<file path="config.mk">
export PLATFORM = sky130hd
export DESIGN_NAME = wb_stage_pipelined
export DESIGN_NICKNAME = d
export VERILOG_FILES = /design/src/rtl/wb_stage_pipelined.sv
export SDC_FILE = /design/constraint.sdc
export NUM_CORES = 1
export LEC_CHECK = 0
export BUFFER_PORTS_ARGS = -buffer_cell sky130_fd_sc_hd__buf_4
export CORE_UTILIZATION = 54
export CTS_BUF_LIST = sky130_fd_sc_hd__clkbuf_8
export CTS_CLUSTER_SIZE = 14
export DETAILED_ROUTE_END_ITERATION = 12
export GPL_TIMING_DRIVEN = 0
export MAX_ROUTING_LAYER = met4
export PLACE_DENSITY = 0.84
export SYNTH_ARGS = -nofsm -noshare
export SYNTH_HDL_FRONTEND = slang
export SYNTH_SLANG_ARGS = --single-unit
</file>
<file path="constraint.sdc">
create_clock -name clk -period 2.7 [get_ports clk]
set_input_delay 0.27 -clock clk [delete_from_list [all_inputs] [get_ports clk]]
set_output_delay 0.27 -clock clk [all_outputs]
set_load 0.02 [all_outputs]
</file>
<file path="src/rtl/wb_stage_pipelined.sv">
// wb_stage_pipelined: MEM/WB register with load align/extend, link select, misalign detect, retire counter
module wb_stage_pipelined #(
  parameter int DATA_W        = 32,
  parameter int REG_AW        = 5,
  parameter bit ZERO_REG_GATE = 1'b1,
  parameter int CNT_W         = 32
) (
  input  logic              clk,
  input  logic              rst_n,
  input  logic              stall,
  input  logic              flush,
  input  logic              in_valid,
  input  logic [DATA_W-1:0] alu_result,
  input  logic [DATA_W-1:0] mem_rdata,
  input  logic [DATA_W-1:0] pc_plus4,
  input  logic [1:0]        wb_sel,
  input  logic [1:0]        load_size,
  input  logic              load_unsigned,
  input  logic [1:0]        byte_off,
  input  logic              reg_write,
  input  logic [REG_AW-1:0] write_reg,
  output logic [DATA_W-1:0] wb_data,
  output logic [REG_AW-1:0] wb_addr,
  output logic              wb_we,
  output logic              wb_valid,
  output logic              misalign,
  output logic [CNT_W-1:0]  retired
);
  logic [7:0]        b_lane;
  logic [15:0]       h_lane;
  logic [31:0]       lane32;
  logic              sx;
  logic              fill;
  logic              mis;
  logic [DATA_W-1:0] load_data;
  logic [DATA_W-1:0] sel_data;
  logic [DATA_W-1:0] data_q, data_d;
  logic [REG_AW-1:0] addr_q, addr_d;
  logic              valid_q, valid_d;
  logic              mis_q, mis_d;
  logic              rw_q, rw_d;
  logic [CNT_W-1:0]  cnt_q, cnt_d;
  always_comb begin
    sx     = ~load_unsigned;
    b_lane = mem_rdata[8*byte_off +: 8];
    h_lane = mem_rdata[16*byte_off[1] +: 16];
    lane32 = (load_size == 2'b00) ? {{24{sx & b_lane[7]}}, b_lane} :
             (load_size == 2'b01) ? {{16{sx & h_lane[15]}}, h_lane} : mem_rdata[31:0];
    // lane32 already carries byte/half extension; fill only matters above bit 31
    fill      = sx & lane32[31];
    load_data = DATA_W'(lane32) | ({DATA_W{fill}} << 32);
    mis       = ((load_size == 2'b01) & byte_off[0]) | (load_size[1] & (byte_off != 2'b00));
    sel_data  = (wb_sel == 2'b01) ? load_data : (wb_sel == 2'b10) ? pc_plus4 : alu_result;
  end
  always_comb begin
    data_d  = data_q;
    addr_d  = addr_q;
    valid_d = valid_q;
    mis_d   = mis_q;
    rw_d    = rw_q;
    cnt_d   = cnt_q;
    if (flush) begin
      data_d  = '0;
      addr_d  = '0;
      valid_d = 1'b0;
      mis_d   = 1'b0;
      rw_d    = 1'b0;
    end else if (!stall) begin
      data_d  = sel_data;
      addr_d  = write_reg;
      valid_d = in_valid;
      mis_d   = in_valid & (wb_sel == 2'b01) & mis;
      rw_d    = reg_write;
      cnt_d   = cnt_q + CNT_W'(in_valid);
    end
  end
  always_ff @(posedge clk or negedge rst_n) begin
    if (!rst_n) begin
      data_q  <= '0;
      addr_q  <= '0;
      valid_q <= 1'b0;
      mis_q   <= 1'b0;
      rw_q    <= 1'b0;
      cnt_q   <= '0;
    end else begin
      data_q  <= data_d;
      addr_q  <= addr_d;
      valid_q <= valid_d;
      mis_q   <= mis_d;
      rw_q    <= rw_d;
      cnt_q   <= cnt_d;
    end
  end
  assign wb_data  = data_q;
  assign wb_addr  = addr_q;
  assign wb_valid = valid_q;
  assign misalign = mis_q;
  assign retired  = cnt_q;
  assign wb_we    = valid_q & rw_q & ~mis_q & ~(ZERO_REG_GATE & (addr_q == '0));
endmodule

</file>
# Word level (Yosys, flattened, before mapping)
# Index checks and enable logic that the tools add are counted.
op_classes:
  addsub: 1
  n_eq_ne: 4
  shifts: 2
  mux: 14
  bitwise_logic: 15
  n_reduce_logical: 4
op_table:
  columns: ["cell", "count"]
  rows:
  - ["2-to-1 mux 32 bit", 6]
  - ["adder 32 x 1 -> 32 bit", 1]
  - ["variable part select 32 x 6 -> 16 bit", 1]
  - ["variable part select 32 x 6 -> 8 bit", 1]
  - ["2-to-1 mux 5 bit", 2]
  - ["AND 1 bit", 9]
  - ["2-to-1 mux 1 bit", 6]
  - ["logical NOT 5 bit", 1]
  - ["NOT 1 bit", 5]
  - ["equality test 2 x 1 -> 1 bit (second input constant)", 2]
  - ["equality test 2 bit (second input constant)", 1]
  - ["logical NOT 2 bit", 1]
  - ["inequality test 2 x 1 -> 1 bit (second input constant)", 1]
  - ["AND reduction 2 bit", 1]
  - ["nonzero test 2 bit", 1]
  - ["OR 1 bit", 1]
word_totals:
  reg_bits: 72
  input_bits: 114
  output_inout_bits: 72
  word_cells: 46

# Logic depth before layout (Yosys ltp)
# Gate-level depths: netlist of the first run.
logic_depth:
  ltp_word: 7
  depth_mapped: 7
  depth_no_buf: 6

# Worst setup path before layout of the first run
# No wires, ideal clock.
synth_path:
  path_kind: "flip-flop to flip-flop"
  startpoint: "register cnt_q[9] (netlist: retired[9])"
  endpoint: "register cnt_q[31] (netlist: retired[31])"
  setup_time_ps: 129
  arrival_time_ps: 1846
  required_ps: 2571
  path_slack_ps: 725
  path_stages_with_launch: 5
  path_buffers: 0
  synth_period_minus_slack_ps: 1975
  cell_sequence: "dfrtp_1 > nand4_1 > or4_4 > or4b_4 > xnor2_2"
synth_via:
  elab_chain_len: 1
synth_lines:
  columns: ["element", "line", "text"]
  rows:
  - ["from (decl)", "42", "logic [CNT_W-1:0] cnt_q, cnt_d;"]
  - ["from (signal assigned)", "91", "cnt_q <= cnt_d;"]
  - ["adder 32 x 1 -> 32 bit", "74", "cnt_d = cnt_q + CNT_W'(in_valid);"]
# No other way between the ends.
# A chain may end at the register's enable or synchronous reset.

# Worst setup path after layout of the first run
layout_path:
  startpoint: "register cnt_q[0] (netlist: retired[0])"
  endpoint: "register cnt_q[16] (netlist: retired[16])"
# The elaborated chain is that of the path after synthesis.

==> out/results.ini, run 1 <==
[global_route]
grt_pass1_vias = 4574
gr-usage-all-layers_pct = 35.8
antenna_found_initial = 0
grt_overflow = 0
grt_max_degree = 73
grt_pass1_wl_um = 23000

[critical_path]
reg2regPathDepth = 7
r2r-start = retired[0]$_DFFE_PN0P_
startpoint_type = register
required_ps = 2930
critPathKind = register to register
cp-end-kind = register
worstPathArrival_ps = 2320
crit_fanout = 10
rrSetupSlack_ps = 610
r2r-end = retired[16]$_DFFE_PN0P_

[timing]
slew_viol_final = 0
setup_tns_ps = 0
timing.final.crit_share_pct = 77.2
grt_setup_unrepaired = no
final.setup_skew_ps = 4.01
period_minus_slack_ps = 2090
hold_viol = 0
setup_viol = 0
max-slew-margin-rel_pct = 37.6
clock.fmax_mhz = 480
worst_pin_slew_ps = 933

[detailed_routing]
drt_iter0_drc = 290
viasPerCell = 6.15
antenna_left = 0
wl_per_cell_um = 19.4
finalWirelength_um = 14800
drc_errors = 0
num_vias = 4671
drtPass1Iterations = 5

[clock_network]
clock_path_buffers = 2
cts_tree = yes
ctsResizeCount = 0
htree_levels = 3
holdBufCountCts = 0
cts_buffers = 9
cts_sinks = 72
cts_root_buffer = clkbuf_8
cts.clk_slew.worst_paths_ps = 80
post_cts_buffers = 0
worstSkewPairLatency_ps = 350

[yosys]
ys_seq_area_share_pct = 40.1
netlist_top_cells_area = dfrtp_1 (40%), nand2_1 (4.2%), a32o_1 (4.0%)
yosysWarnings = 0
synth_largest_area_cell = dfrtp_1
synthesis.nets = 579
synth_edf_count = 0
ys_seq_elements = 72
synth_top_area_share_pct = 40.1
synth-async-reset-ratio_pct = 100
ys_types = 51
synth_area_um2 = 4490
postSynthAreaPerCell_um2 = 9.72
syn_inst = 462
synth-main-ff-cell = dfrtp_1

[final_layout]
area_growth_pct = 37.9
num_antenna_cells = 0
final_nets = 769
fin_area_um2 = 6190
nFillCells = 548
layout-drive-gt1-share_pct = 35.8

[placement]
io_buffers = 179
placed_area_um2 = 5960
gp_congestion = 0.941
dp_hpwl_um = 11100

[power_and_ir_drop]
leakage_nw = 2.99
ir_worst_vdd_mv = 0.311
p_per_area_nw_per_um2 = 484

[hold_path]
hp-class = input pin to async pin

[floorplanning]
die-width_um = 93.2
dieHeight_um = 93.2
start_util_pct = 56.9
pin_count = 186
fp-row-count = 32
dieArea_um2 = 8690
design.core.area_um2 = 7890

[run_status]
status = complete, no violations

[flow_run]
max-cap-violations = 0

[per-stage QoR]
step	utilization, %	total power (W)	worst slack [ps]	std cells	hold WS [ps]
5_1_grt	78.5	0.00312	440	759	124
4_1_cts	78.5	0.00300	610	759	85.2
6_report	78.5	0.00300	614	759	30.5
3_5_place_dp	75.6	0.00201	504	743	460
2_1_floorplan	-	0.00163	725	462	-25.6
3_3_place_gp	75.6	0.00199	530	743	451
[cell type report]
cell class                 instances  area [µm²]  area share (%)
timing repair buffer             179        1340            21.7
clock inverter                     6        91.3            1.48
multi-input combinational        337        2480            40.0
inverter                          16        60.1           0.970
buffer                            37         151            2.44
sequential                        72        1800            29.1
tap                              102         128            2.06
clock buffer                      10         138            2.22
[synthesized netlist by cell type, types with 2 or more instances]
| master | n |
|---|---|
| nor4_1 | 2 |
| a211oi_1 | 4 |
| a221oi_1 | 4 |
| a2bb2oi_1 | 3 |
| o311ai_0 | 20 |
| and3_1 | 3 |
| nand2b_1 | 3 |
| clkbuf_1 | 28 |
| nor4_2 | 2 |
| xor2_1 | 16 |
| mux4_2 | 8 |
| mux2_2 | 14 |
| nor2_1 | 42 |
| nor2b_1 | 20 |
| o21ai_0 | 2 |
| a21oi_1 | 6 |
| buf_2 | 7 |
| a22oi_1 | 4 |
| xnor2_1 | 13 |
| inv_1 | 15 |
| a22o_1 | 7 |
| o22ai_1 | 7 |
| mux2i_1 | 15 |
| nor3_1 | 12 |
| dfrtp_1 | 72 |
| nand3_1 | 5 |
| ha_1 | 3 |
| and2_1 | 2 |
| a32o_1 | 18 |
| nand2_1 | 50 |
| a31oi_1 | 7 |
| nand4_1 | 10 |
| a211o_1 | 17 |
| o21a_1 | 4 |
[report_power, final]
group          total [W]  internal [W]  switching, W
registers        0.00122       0.00115     0.0000695
logic           0.000777      0.000373      0.000404
clock network   0.000999      0.000551      0.000448
total            0.00300       0.00208      0.000921
[state kept, by name (all words and copies together), names as in the netlist]
name and flops:
misalign 1, retired 32, wb_addr 5, wb_valid 1
rw_q 1, wb_data 32
[cells in the final DEF (no fill, tap or decap), drive strengths merged, types with 5 or more instances in the layout]
| cell type | count |
|---|---|
| a21oi | 6 |
| o22ai | 7 |
| a22o | 7 |
| nor2b | 20 |
| a31oi | 7 |
| mux2i | 15 |
| xor2 | 16 |
| nor2 | 42 |
| o311ai | 20 |
| xnor2 | 14 |
| buf | 188 |
| dfrtp | 72 |
| a32o | 18 |
| nand3 | 5 |
| nand2 | 50 |
| nor3 | 12 |
| mux4 | 8 |
| inv | 17 |
| a211o | 17 |
| nand4 | 10 |
| mux2 | 14 |
| clkbuf | 38 |
[routing by layer]
layer	vias up	track usage [%]	routed length, µm
met5	-	-	0
met4	0	19.1	638
met3	48	5.37	1280
met2	279	56.9	7090
met1	2251	44.4	5750
li1	2093	-	-
[how the worst max path moves through the flow]
stage	start	to	slack [ps]
final	retired[0]$_DFFE_PN0P_	retired[16]$_DFFE_PN0P_	610
after global routing	retired[0]$_DFFE_PN0P_	retired[28]$_DFFE_PN0P_	440
after CTS	retired[0]$_DFFE_PN0P_	retired[16]$_DFFE_PN0P_	610
after detailed placement	wb_sel[0]	wb_data[26]$_DFFE_PN0P_	500
after global placement	wb_sel[0]	wb_data[26]$_DFFE_PN0P_	530
after floorplan	retired[9]$_DFFE_PN0P_	retired[31]$_DFFE_PN0P_	730
[worst max-delay path, stage by stage, from the launching register on]
cell and delay [ps]:
dfrtp_1 430, ha_1 250, ha_1 200, and2_1 190, nand4_1 150, clkbuf_1 440
nor3_1 140, xor2_1 170
[cell families after synthesis]
family | share of synthesized area [%]
buffers and inverters | 4.71
multiplexers | 10.9
adder cells (fa/ha/maj) | 0.836
XOR/XNOR | 6.02
flip-flops | 40.1
AO/OA/AOI/OAI | 19.5
AND/OR/NAND/NOR | 18.0
No activity file was read; power rests on OpenSTA's default activity.
==> run 2: changes to the inputs <==
--- a/config.mk
+++ b/config.mk
@@ -5,14 +5,15 @@
 export SDC_FILE = /design/constraint.sdc
 export NUM_CORES = 1
 export LEC_CHECK = 0
+export ABC_AREA = 1
 export BUFFER_PORTS_ARGS = -buffer_cell sky130_fd_sc_hd__buf_4
-export CORE_UTILIZATION = 54
+export CORE_UTILIZATION = 51
 export CTS_BUF_LIST = sky130_fd_sc_hd__clkbuf_8
 export CTS_CLUSTER_SIZE = 14
 export DETAILED_ROUTE_END_ITERATION = 12
 export GPL_TIMING_DRIVEN = 0
 export MAX_ROUTING_LAYER = met4
-export PLACE_DENSITY = 0.84
+export PLACE_DENSITY = 0.79
 export SYNTH_ARGS = -nofsm -noshare
 export SYNTH_HDL_FRONTEND = slang
 export SYNTH_SLANG_ARGS = --single-unit
==> constraint.sdc (replaced) <==
create_clock -name clk -period 2.2 [get_ports clk]
set_input_delay 0.22 -clock clk [delete_from_list [all_inputs] [get_ports clk]]
set_output_delay 0.22 -clock clk [all_outputs]
set_load 0.02 [all_outputs]
==> run 2 against run 1 <==
Routed wire length is 6.1% higher. The run now ends with negative hold slack left. First-iteration DRC count decreased by 29%. Largest power group unchanged. Total power is 19% higher. Non-clock buffer count fell by 7. Highest routed layer unchanged. Critical path type unchanged. Hold slack got worse by 46 ps. Critical endpoint unchanged.
==> out/results.ini, run 2 <==
[run_status]
status = finished, violations left  ; was complete, no violations
violations = negative hold slack

[yosys]
synthAdderAreaFrac_pct = 0.762  ; was 0.836%
postSynthAreaPerCell_um2 = 6.59  ; was 9.72 µm²
yosysWarnings = 0  ; unchanged
synth-async-reset-ratio_pct = 100  ; unchanged
synthSimpleGateAreaFrac_pct = 42.3  ; was 18.0%
synth_mux_area_share_pct = 0  ; was 10.9%
synth_top_family_by_area = simple AND/OR/NAND/NOR gates  ; was compound AO/OA/AOI/OAI gates
synth_edf_count = 0  ; unchanged
synth_largest_area_cell = dfrtp_1  ; unchanged
synthesis.nets = 865  ; was 579
ys_seq_area_share_pct = 36.6  ; was 40.1%
synth_top_area_share_pct = 36.6  ; was 40.1%
synth-xor-area-share_pct = 3.02  ; was 6.02%
synth_compound_area_share_pct = 9.19  ; was 19.5%
netlist_top_cells_area = dfrtp_1 (37%), nand2_1 (22%), nor2_1 (8.1%)  ; was dfrtp_1 (40%), nand2_1 (4.2%), a32o_1 (4.0%)
synth-main-ff-cell = dfrtp_1  ; unchanged
synthTopCellsByCount = nand2_1 (286), nor2_1 (106), dfrtp_1 (72)  ; was dfrtp_1 (72), nand2_1 (50), nor2_1 (42)
ys_types = 31  ; was 51
synth_area_um2 = 4930  ; was 4490 µm²
syn_inst = 748  ; was 462
ys_seq_elements = 72  ; unchanged
synth_most_common_cell = nand2_1  ; was dfrtp_1

[final_layout]
layout-drive-gt1-share_pct = 27.7  ; was 35.8%
fin_area_um2 = 6700  ; was 6190 µm²
final_nets = 1061  ; was 769
final_cell_mix = nand2_1 (286), buf_4 (187), nor2_1 (106)  ; was buf_4 (180), dfrtp_1 (72), nand2_1 (50)
stdcell_count = 1077  ; was 759
layout_commonest_cell = nand2_1  ; was buf_4
area_growth_pct = 35.9  ; was 37.9%
num_antenna_cells = 0  ; unchanged

[critical_path]
r2r-start = retired[0]$_DFFE_PN0P_  ; unchanged
path_cells = ha_1 -> ha_1 -> nand3_2 -> nor2_4 -> nand2_2 -> nor2_4 -> nand2_1 -> nand2_1 -> nand2_1  ; was ha_1 -> ha_1 -> and2_1 -> nand4_1 -> clkbuf_1 -> nor3_1 -> xor2_1
startpoint_type = register  ; unchanged
slowest_delay_ps = 430  ; was 440 ps
reg2regPathDepth = 9  ; was 7
crit_fanout = 6  ; was 10
critPathBufInv = 0  ; was 1
worstPathArrival_ps = 2110  ; was 2320 ps
cp_slowest_cell = dfrtp_1  ; was clkbuf_1
path_delay_family = simple AND/OR/NAND/NOR gates  ; unchanged
critPathKind = register to register  ; unchanged
required_ps = 2440  ; was 2930 ps
cp-end-kind = register  ; unchanged
r2r-end = retired[16]$_DFFE_PN0P_  ; unchanged
cp_common_cell = nand2_1  ; was ha_1
rrSetupSlack_ps = 330  ; was 610 ps

[placement]
dp_hpwl_um = 12400  ; was 11100 µm
io_buffers = 185  ; was 179
placedCellCount = 1062  ; was 743
placed_area_um2 = 6480  ; was 5960 µm²
gp_congestion = 0.997  ; was 0.941

[detailed_routing]
num_vias = 5574  ; was 4671
drc_errors = 0  ; unchanged
drt_iter0_drc = 207  ; was 290
drtPass1Iterations = 5  ; unchanged
viasPerCell = 5.18  ; was 6.15
finalWirelength_um = 15700  ; was 14800 µm
wl_per_cell_um = 14.5  ; was 19.4 µm
antenna_left = 0  ; unchanged

[timing]
setup_tns_ps = 0  ; unchanged
slew_viol_final = 0  ; unchanged
clock.fmax_mhz = 535  ; was 480 MHz
hold_viol = 10  ; was 0
max-slew-margin-rel_pct = 38.1  ; was 37.6%
holdWs_ps = -15.5  ; was 30.5 ps
setup_viol = 0  ; unchanged
period_minus_slack_ps = 1870  ; was 2090 ps
timing.final.crit_share_pct = 85.0  ; was 77.2%
worst_pin_slew_ps = 928  ; was 933 ps
final.setup_skew_ps = 10.5  ; was 4.01 ps
grt_setup_unrepaired = no  ; unchanged

[power_and_ir_drop]
leakage_nw = 3.56  ; was 2.99 nW
ir_worst_vdd_mv = 0.388  ; was 0.311 mV
power_w = 0.00358  ; was 0.00300 W
p_per_area_nw_per_um2 = 534  ; was 484 nW/µm²

[global_route]
grt_max_degree = 73  ; unchanged
grt_pass1_vias = 5364  ; was 4574
antenna_found_initial = 0  ; unchanged
grt_overflow = 0  ; unchanged
grt_pass1_wl_um = 25200  ; was 23000 µm
gr-usage-all-layers_pct = 33.3  ; was 35.8%

[clock_network]
worstSkewPairLatency_ps = 350  ; about the same
post_cts_buffers = 0  ; unchanged
cts_sinks = 72  ; unchanged
holdBufCountCts = 0  ; unchanged
ctsResizeCount = 0  ; unchanged
cts_root_buffer = clkbuf_8  ; unchanged
cts_buffers = 9  ; unchanged
cts.clk_slew.worst_paths_ps = 80  ; about the same
clock_path_buffers = 2  ; unchanged
cts_tree = yes  ; unchanged
htree_levels = 3  ; unchanged

[floorplanning]
start_util_pct = 53.1  ; was 56.9%
fp-row-count = 35  ; was 32
pin_count = 186  ; unchanged
die-width_um = 100  ; was 93.2 µm
design.core.area_um2 = 9280  ; was 7890 µm²
dieArea_um2 = 10100  ; was 8690 µm²
dieHeight_um = 100  ; was 93.2 µm

[flow_run]
max-cap-violations = 0  ; unchanged

[hold_path]
hp-class = input pin to async pin  ; unchanged

run 2: power breakdown:
group          leakage (nW)  internal, W  total (W)  switching, W
Sequential            0.953      0.00140    0.00148     0.0000789
Combinational          2.50     0.000390   0.000898      0.000508
Clock                 0.108     0.000664    0.00119      0.000531
Total                  3.56      0.00246    0.00358       0.00112
run 2: worst max-delay path by stage:
stage | from | endpoint | slack (ps) | cells after the start
2_1_floorplan | retired[0]$_DFFE_PN0P_ | retired[18]$_DFFE_PN0P_ | 480 | 9
3_5_place_dp | retired[0]$_DFFE_PN0P_ | retired[16]$_DFFE_PN0P_ | 380 | 9
4_1_cts | retired[0]$_DFFE_PN0P_ | retired[16]$_DFFE_PN0P_ | 350 | 9
6_report | retired[0]$_DFFE_PN0P_ | retired[16]$_DFFE_PN0P_ | 330 | 9
5_1_grt | retired[0]$_DFFE_PN0P_ | retired[18]$_DFFE_PN0P_ | 190 | 9
3_3_place_gp | retired[0]$_DFFE_PN0P_ | retired[18]$_DFFE_PN0P_ | 400 | 9
run 2: layout make-up:
class,instances,area (µm²)
plain buffers,24,135
clock buffers,10,138
clock inverters,5,81.3
fillers,808,2590
inverters,71,267
multi-input cells,581,2730
flip-flops and latches,72,1800
well taps,129,161
repair buffers,185,1390
run 2: metal layers:
metal	GRT usage (%)	up-vias	wire length (µm)
met5	-	-	0
met4	11.9	0	497
met3	6.82	52	1110
met2	56.4	238	7620
met1	39.1	2548	6430
li1	-	2736	-
run 2: through the flow:
step           hold slack (ps)  util [%]  setup WS (ps)
6_report                 -15.5      72.1            331
3_3_place_gp               404      69.8            404
3_5_place_dp               417      69.8            381
5_1_grt                   58.5      72.1            190
4_1_cts                   34.8      72.1            354
2_1_floorplan            -75.6         -            482
run 2: cells by family (layout without fill, tap and decap cells):
| logic type | after synthesis | in the layout |
|---|---|---|
| compound gates | 69 | 69 |
| xor+xnor | 17 | 17 |
| fa+ha+maj | 3 | 3 |
| buf+inv | 95 | 295 |
| flops | 72 | 72 |
| simple gates | 492 | 492 |
==> run 3: changes to the inputs <==
--- a/config.mk
+++ b/config.mk
@@ -7,13 +7,13 @@
 export LEC_CHECK = 0
 export ABC_AREA = 1
 export BUFFER_PORTS_ARGS = -buffer_cell sky130_fd_sc_hd__buf_4
-export CORE_UTILIZATION = 51
+export CORE_UTILIZATION = 46
 export CTS_BUF_LIST = sky130_fd_sc_hd__clkbuf_8
 export CTS_CLUSTER_SIZE = 14
 export DETAILED_ROUTE_END_ITERATION = 12
 export GPL_TIMING_DRIVEN = 0
 export MAX_ROUTING_LAYER = met4
-export PLACE_DENSITY = 0.79
+export PLACE_DENSITY = 0.75
 export SYNTH_ARGS = -nofsm -noshare
 export SYNTH_HDL_FRONTEND = slang
 export SYNTH_SLANG_ARGS = --single-unit
==> constraint.sdc (replaced) <==
create_clock -name clk -period 1.59 [get_ports clk]
set_input_delay 0.159 -clock clk [delete_from_list [all_inputs] [get_ports clk]]
set_output_delay 0.159 -clock clk [all_outputs]
set_load 0.02 [all_outputs]
==> run 3 against run 2 <==
Flip-flop and latch count stayed put. Utilization is 6.6 points lower. Non-clock buffer count is 6 higher. Global-route usage is 0.55 points lower. Largest cell class unchanged. Clock power is 11% higher. Die area is 11% higher. The flow now finishes without violations.
==> out/results.ini, run 3 (same netlist as run 2, synthesis figures left out) <==
[floorplanning]
fp-row-count = 37  ; was 35
dieHeight_um = 106  ; was 100 µm
dieArea_um2 = 11100  ; was 10100 µm²
design.core.area_um2 = 10400  ; was 9280 µm²
start_util_pct = 47.5  ; was 53.1%
pin_count = 186  ; unchanged
die-width_um = 106  ; was 100 µm

[final_layout]
fin_area_um2 = 6800  ; was 6700 µm²
final_nets = 1067  ; was 1061
area_growth_pct = 37.9  ; was 35.9%
layout_commonest_cell = nand2_1  ; unchanged
nFillCells = 938  ; was 808
stdcell_count = 1091  ; was 1077
final_cell_mix = nand2_1 (285), buf_4 (192), nor2_1 (95)  ; was nand2_1 (286), buf_4 (187), nor2_1 (106)
layout-drive-gt1-share_pct = 29.7  ; was 27.7%
num_antenna_cells = 0  ; unchanged
fin_util_pct = 65.6  ; was 72.1%

[placement]
pre_cts_ws_ps = -76.0  ; was 381 ps
dp_hpwl_um = 14000  ; was 12400 µm
gp_congestion = 0.945  ; was 0.997
placedCellCount = 1069  ; was 1062
io_buffers = 185  ; unchanged
placed_area_um2 = 6500  ; was 6480 µm²

[clock_network]
cts_tree = yes  ; unchanged
cts_root_buffer = clkbuf_8  ; unchanged
cts_sinks = 72  ; unchanged
htree_levels = 3  ; unchanged
worstSkewPairLatency_ps = 350  ; about the same
cts.clk_slew.worst_paths_ps = 80  ; about the same
clock_path_buffers = 2  ; unchanged
cts_buffers = 9  ; unchanged

[power_and_ir_drop]
power_switching_w = 0.00158  ; was 0.00112 W
ir_worst_vdd_mv = 0.515  ; was 0.388 mV
p_comb_share_pct = 28.0  ; was 25.1%
switching_share_pct = 33.7  ; was 31.3%
p_clk_share_pct = 28.1  ; was 33.4%
p_int_w = 0.00311  ; was 0.00246 W
leakage_nw = 3.59  ; was 3.56 nW
p_per_area_nw_per_um2 = 691  ; was 534 nW/µm²
p_seq_share_pct = 43.9  ; was 41.5%

[critical_path]
required_ps = 1830  ; was 2440 ps
critPathKind = register to register  ; unchanged
cp-end-kind = register  ; unchanged
worstPathArrival_ps = 1810  ; was 2110 ps
crit_fanout = 6  ; unchanged
startpoint_type = register  ; unchanged

[detailed_routing]
antenna_left = 0  ; unchanged
num_vias = 5693  ; was 5574
drc_errors = 0  ; unchanged
finalWirelength_um = 17600  ; was 15700 µm
wl_per_cell_um = 16.1  ; was 14.5 µm
drtPass1Iterations = 5  ; unchanged
viasPerCell = 5.22  ; was 5.18
drt_iter0_drc = 415  ; was 207

[run_status]
status = complete, no violations  ; was finished, violations left

[timing]
hold_viol = 0  ; was 10
clock.fmax_mhz = 638  ; was 535 MHz
period_minus_slack_ps = 1570  ; was 1870 ps
slew_viol_final = 0  ; unchanged
timing.final.crit_share_pct = 98.6  ; was 85.0%
grt_setup_unrepaired = yes  ; was no
max-slew-margin-rel_pct = 38.0  ; was 38.1%
setup_slack_ps = 22.5  ; was 331 ps
worst_pin_slew_ps = 929  ; was 928 ps
final.setup_skew_ps = 11.4  ; was 10.5 ps
setup_viol = 0  ; unchanged

[flow_run]
max-cap-violations = 0  ; unchanged

[global_route]
grt_pass1_wl_um = 27200  ; was 25200 µm
grt_pass1_vias = 5557  ; was 5364
gr-usage-all-layers_pct = 32.7  ; was 33.3%
grt_max_degree = 73  ; unchanged
antenna_found_initial = 0  ; unchanged
grt_overflow = 0  ; unchanged

[hold_path]
hp-class = input pin to register  ; was input pin to async pin

run 3: cell types whose count changed in the layout (fill, tap and decap cells not counted), sizes merged:
cell         before  now
buf             204  209
inv              71   72
dlygate4sd3       0    1
bufinv            2    0
clkinv            2    5
clkinvlp          1    0
run 3: final timing paths:
| path | start | endpoint | slack [ps] | cells after the start |
|---|---|---|---|---|
| setup / recovery | retired[0]$_DFFE_PN0P_ | retired[16]$_DFFE_PN0P_ | 20 | 9 |
| setup reg to reg | retired[0]$_DFFE_PN0P_ | retired[16]$_DFFE_PN0P_ | 20 | 9 |
| max in group asynchronous | rst_n | retired[0]$_DFFE_PN0P_ | 500 | 2 |
| hold / removal | write_reg[4] | wb_addr[4]$_DFFE_PN0P_ | 30 | 2 |
| hold reg to reg | wb_data[14]$_DFFE_PN0P_ | wb_data[14]$_DFFE_PN0P_ | 490 | 2 |
| min in group asynchronous | rst_n | wb_addr[3]$_DFFE_PN0P_ | 460 | 2 |
run 3: area by class of cell:
type / count / area [µm²] / area share, %
multi-input combinational: 581 / 2810 / 41.4
sequential: 72 / 1800 / 26.5
timing repair buffer: 191 / 1440 / 21.1
inverter: 71 / 267 / 3.92
tap: 136 / 170 / 2.50
clock buffer: 10 / 138 / 2.02
buffer: 24 / 135 / 1.99
clock inverter: 6 / 36.3 / 0.534
run 3: metal layers:
layer  vias up  GRT usage [%]  share of wire (%)
met1      2618           40.2                 41
met5         -              -                  0
met3        57           6.93                8.1
met2       274           52.3                 47
met4         0           13.6                3.8
li1       2744              -                  -
run 3: worst max-delay path, stage by stage (launching register included):
cell and delay (ps):
dfrtp_2 420, ha_4 180, ha_4 180, nand3_4 100, nor2_4 170, nand2_4 90, nor2_4 140, nand2_1 60
nand2_1 60, nand2_1 50
run 3: through the flow:
step / hold WS (ps) / power [W] / TNS (ps)
6_report: 30.0 / 0.00470 / 0
5_1_grt: 31.5 / 0.00491 / -163
4_1_cts: 19.9 / 0.00468 / 0
3_5_place_dp: 347 / 0.00336 / -195
3_3_place_gp: 341 / 0.00334 / -94.2
2_1_floorplan: -137 / 0.00270 / 0
run 3: power by group through the flow:
stage	clock network [W]	logic, W	registers, W
floorplan	0	0.000494	0.00221
global placement	0	0.00126	0.00208
detailed placement	0	0.00127	0.00208
CTS	0.00133	0.00128	0.00206
global route	0.00142	0.00142	0.00207
finish	0.00132	0.00132	0.00206
run 3: repair_timing:
action                                  in CTS  in global routing
gates resized for setup                      2                 17
hold buffers                                 1                  0
hold endpoints to repair                    72                  0
pin swaps                                    0                  4
setup buffers                                0                  5
endpoints found under the setup margin       6                 16
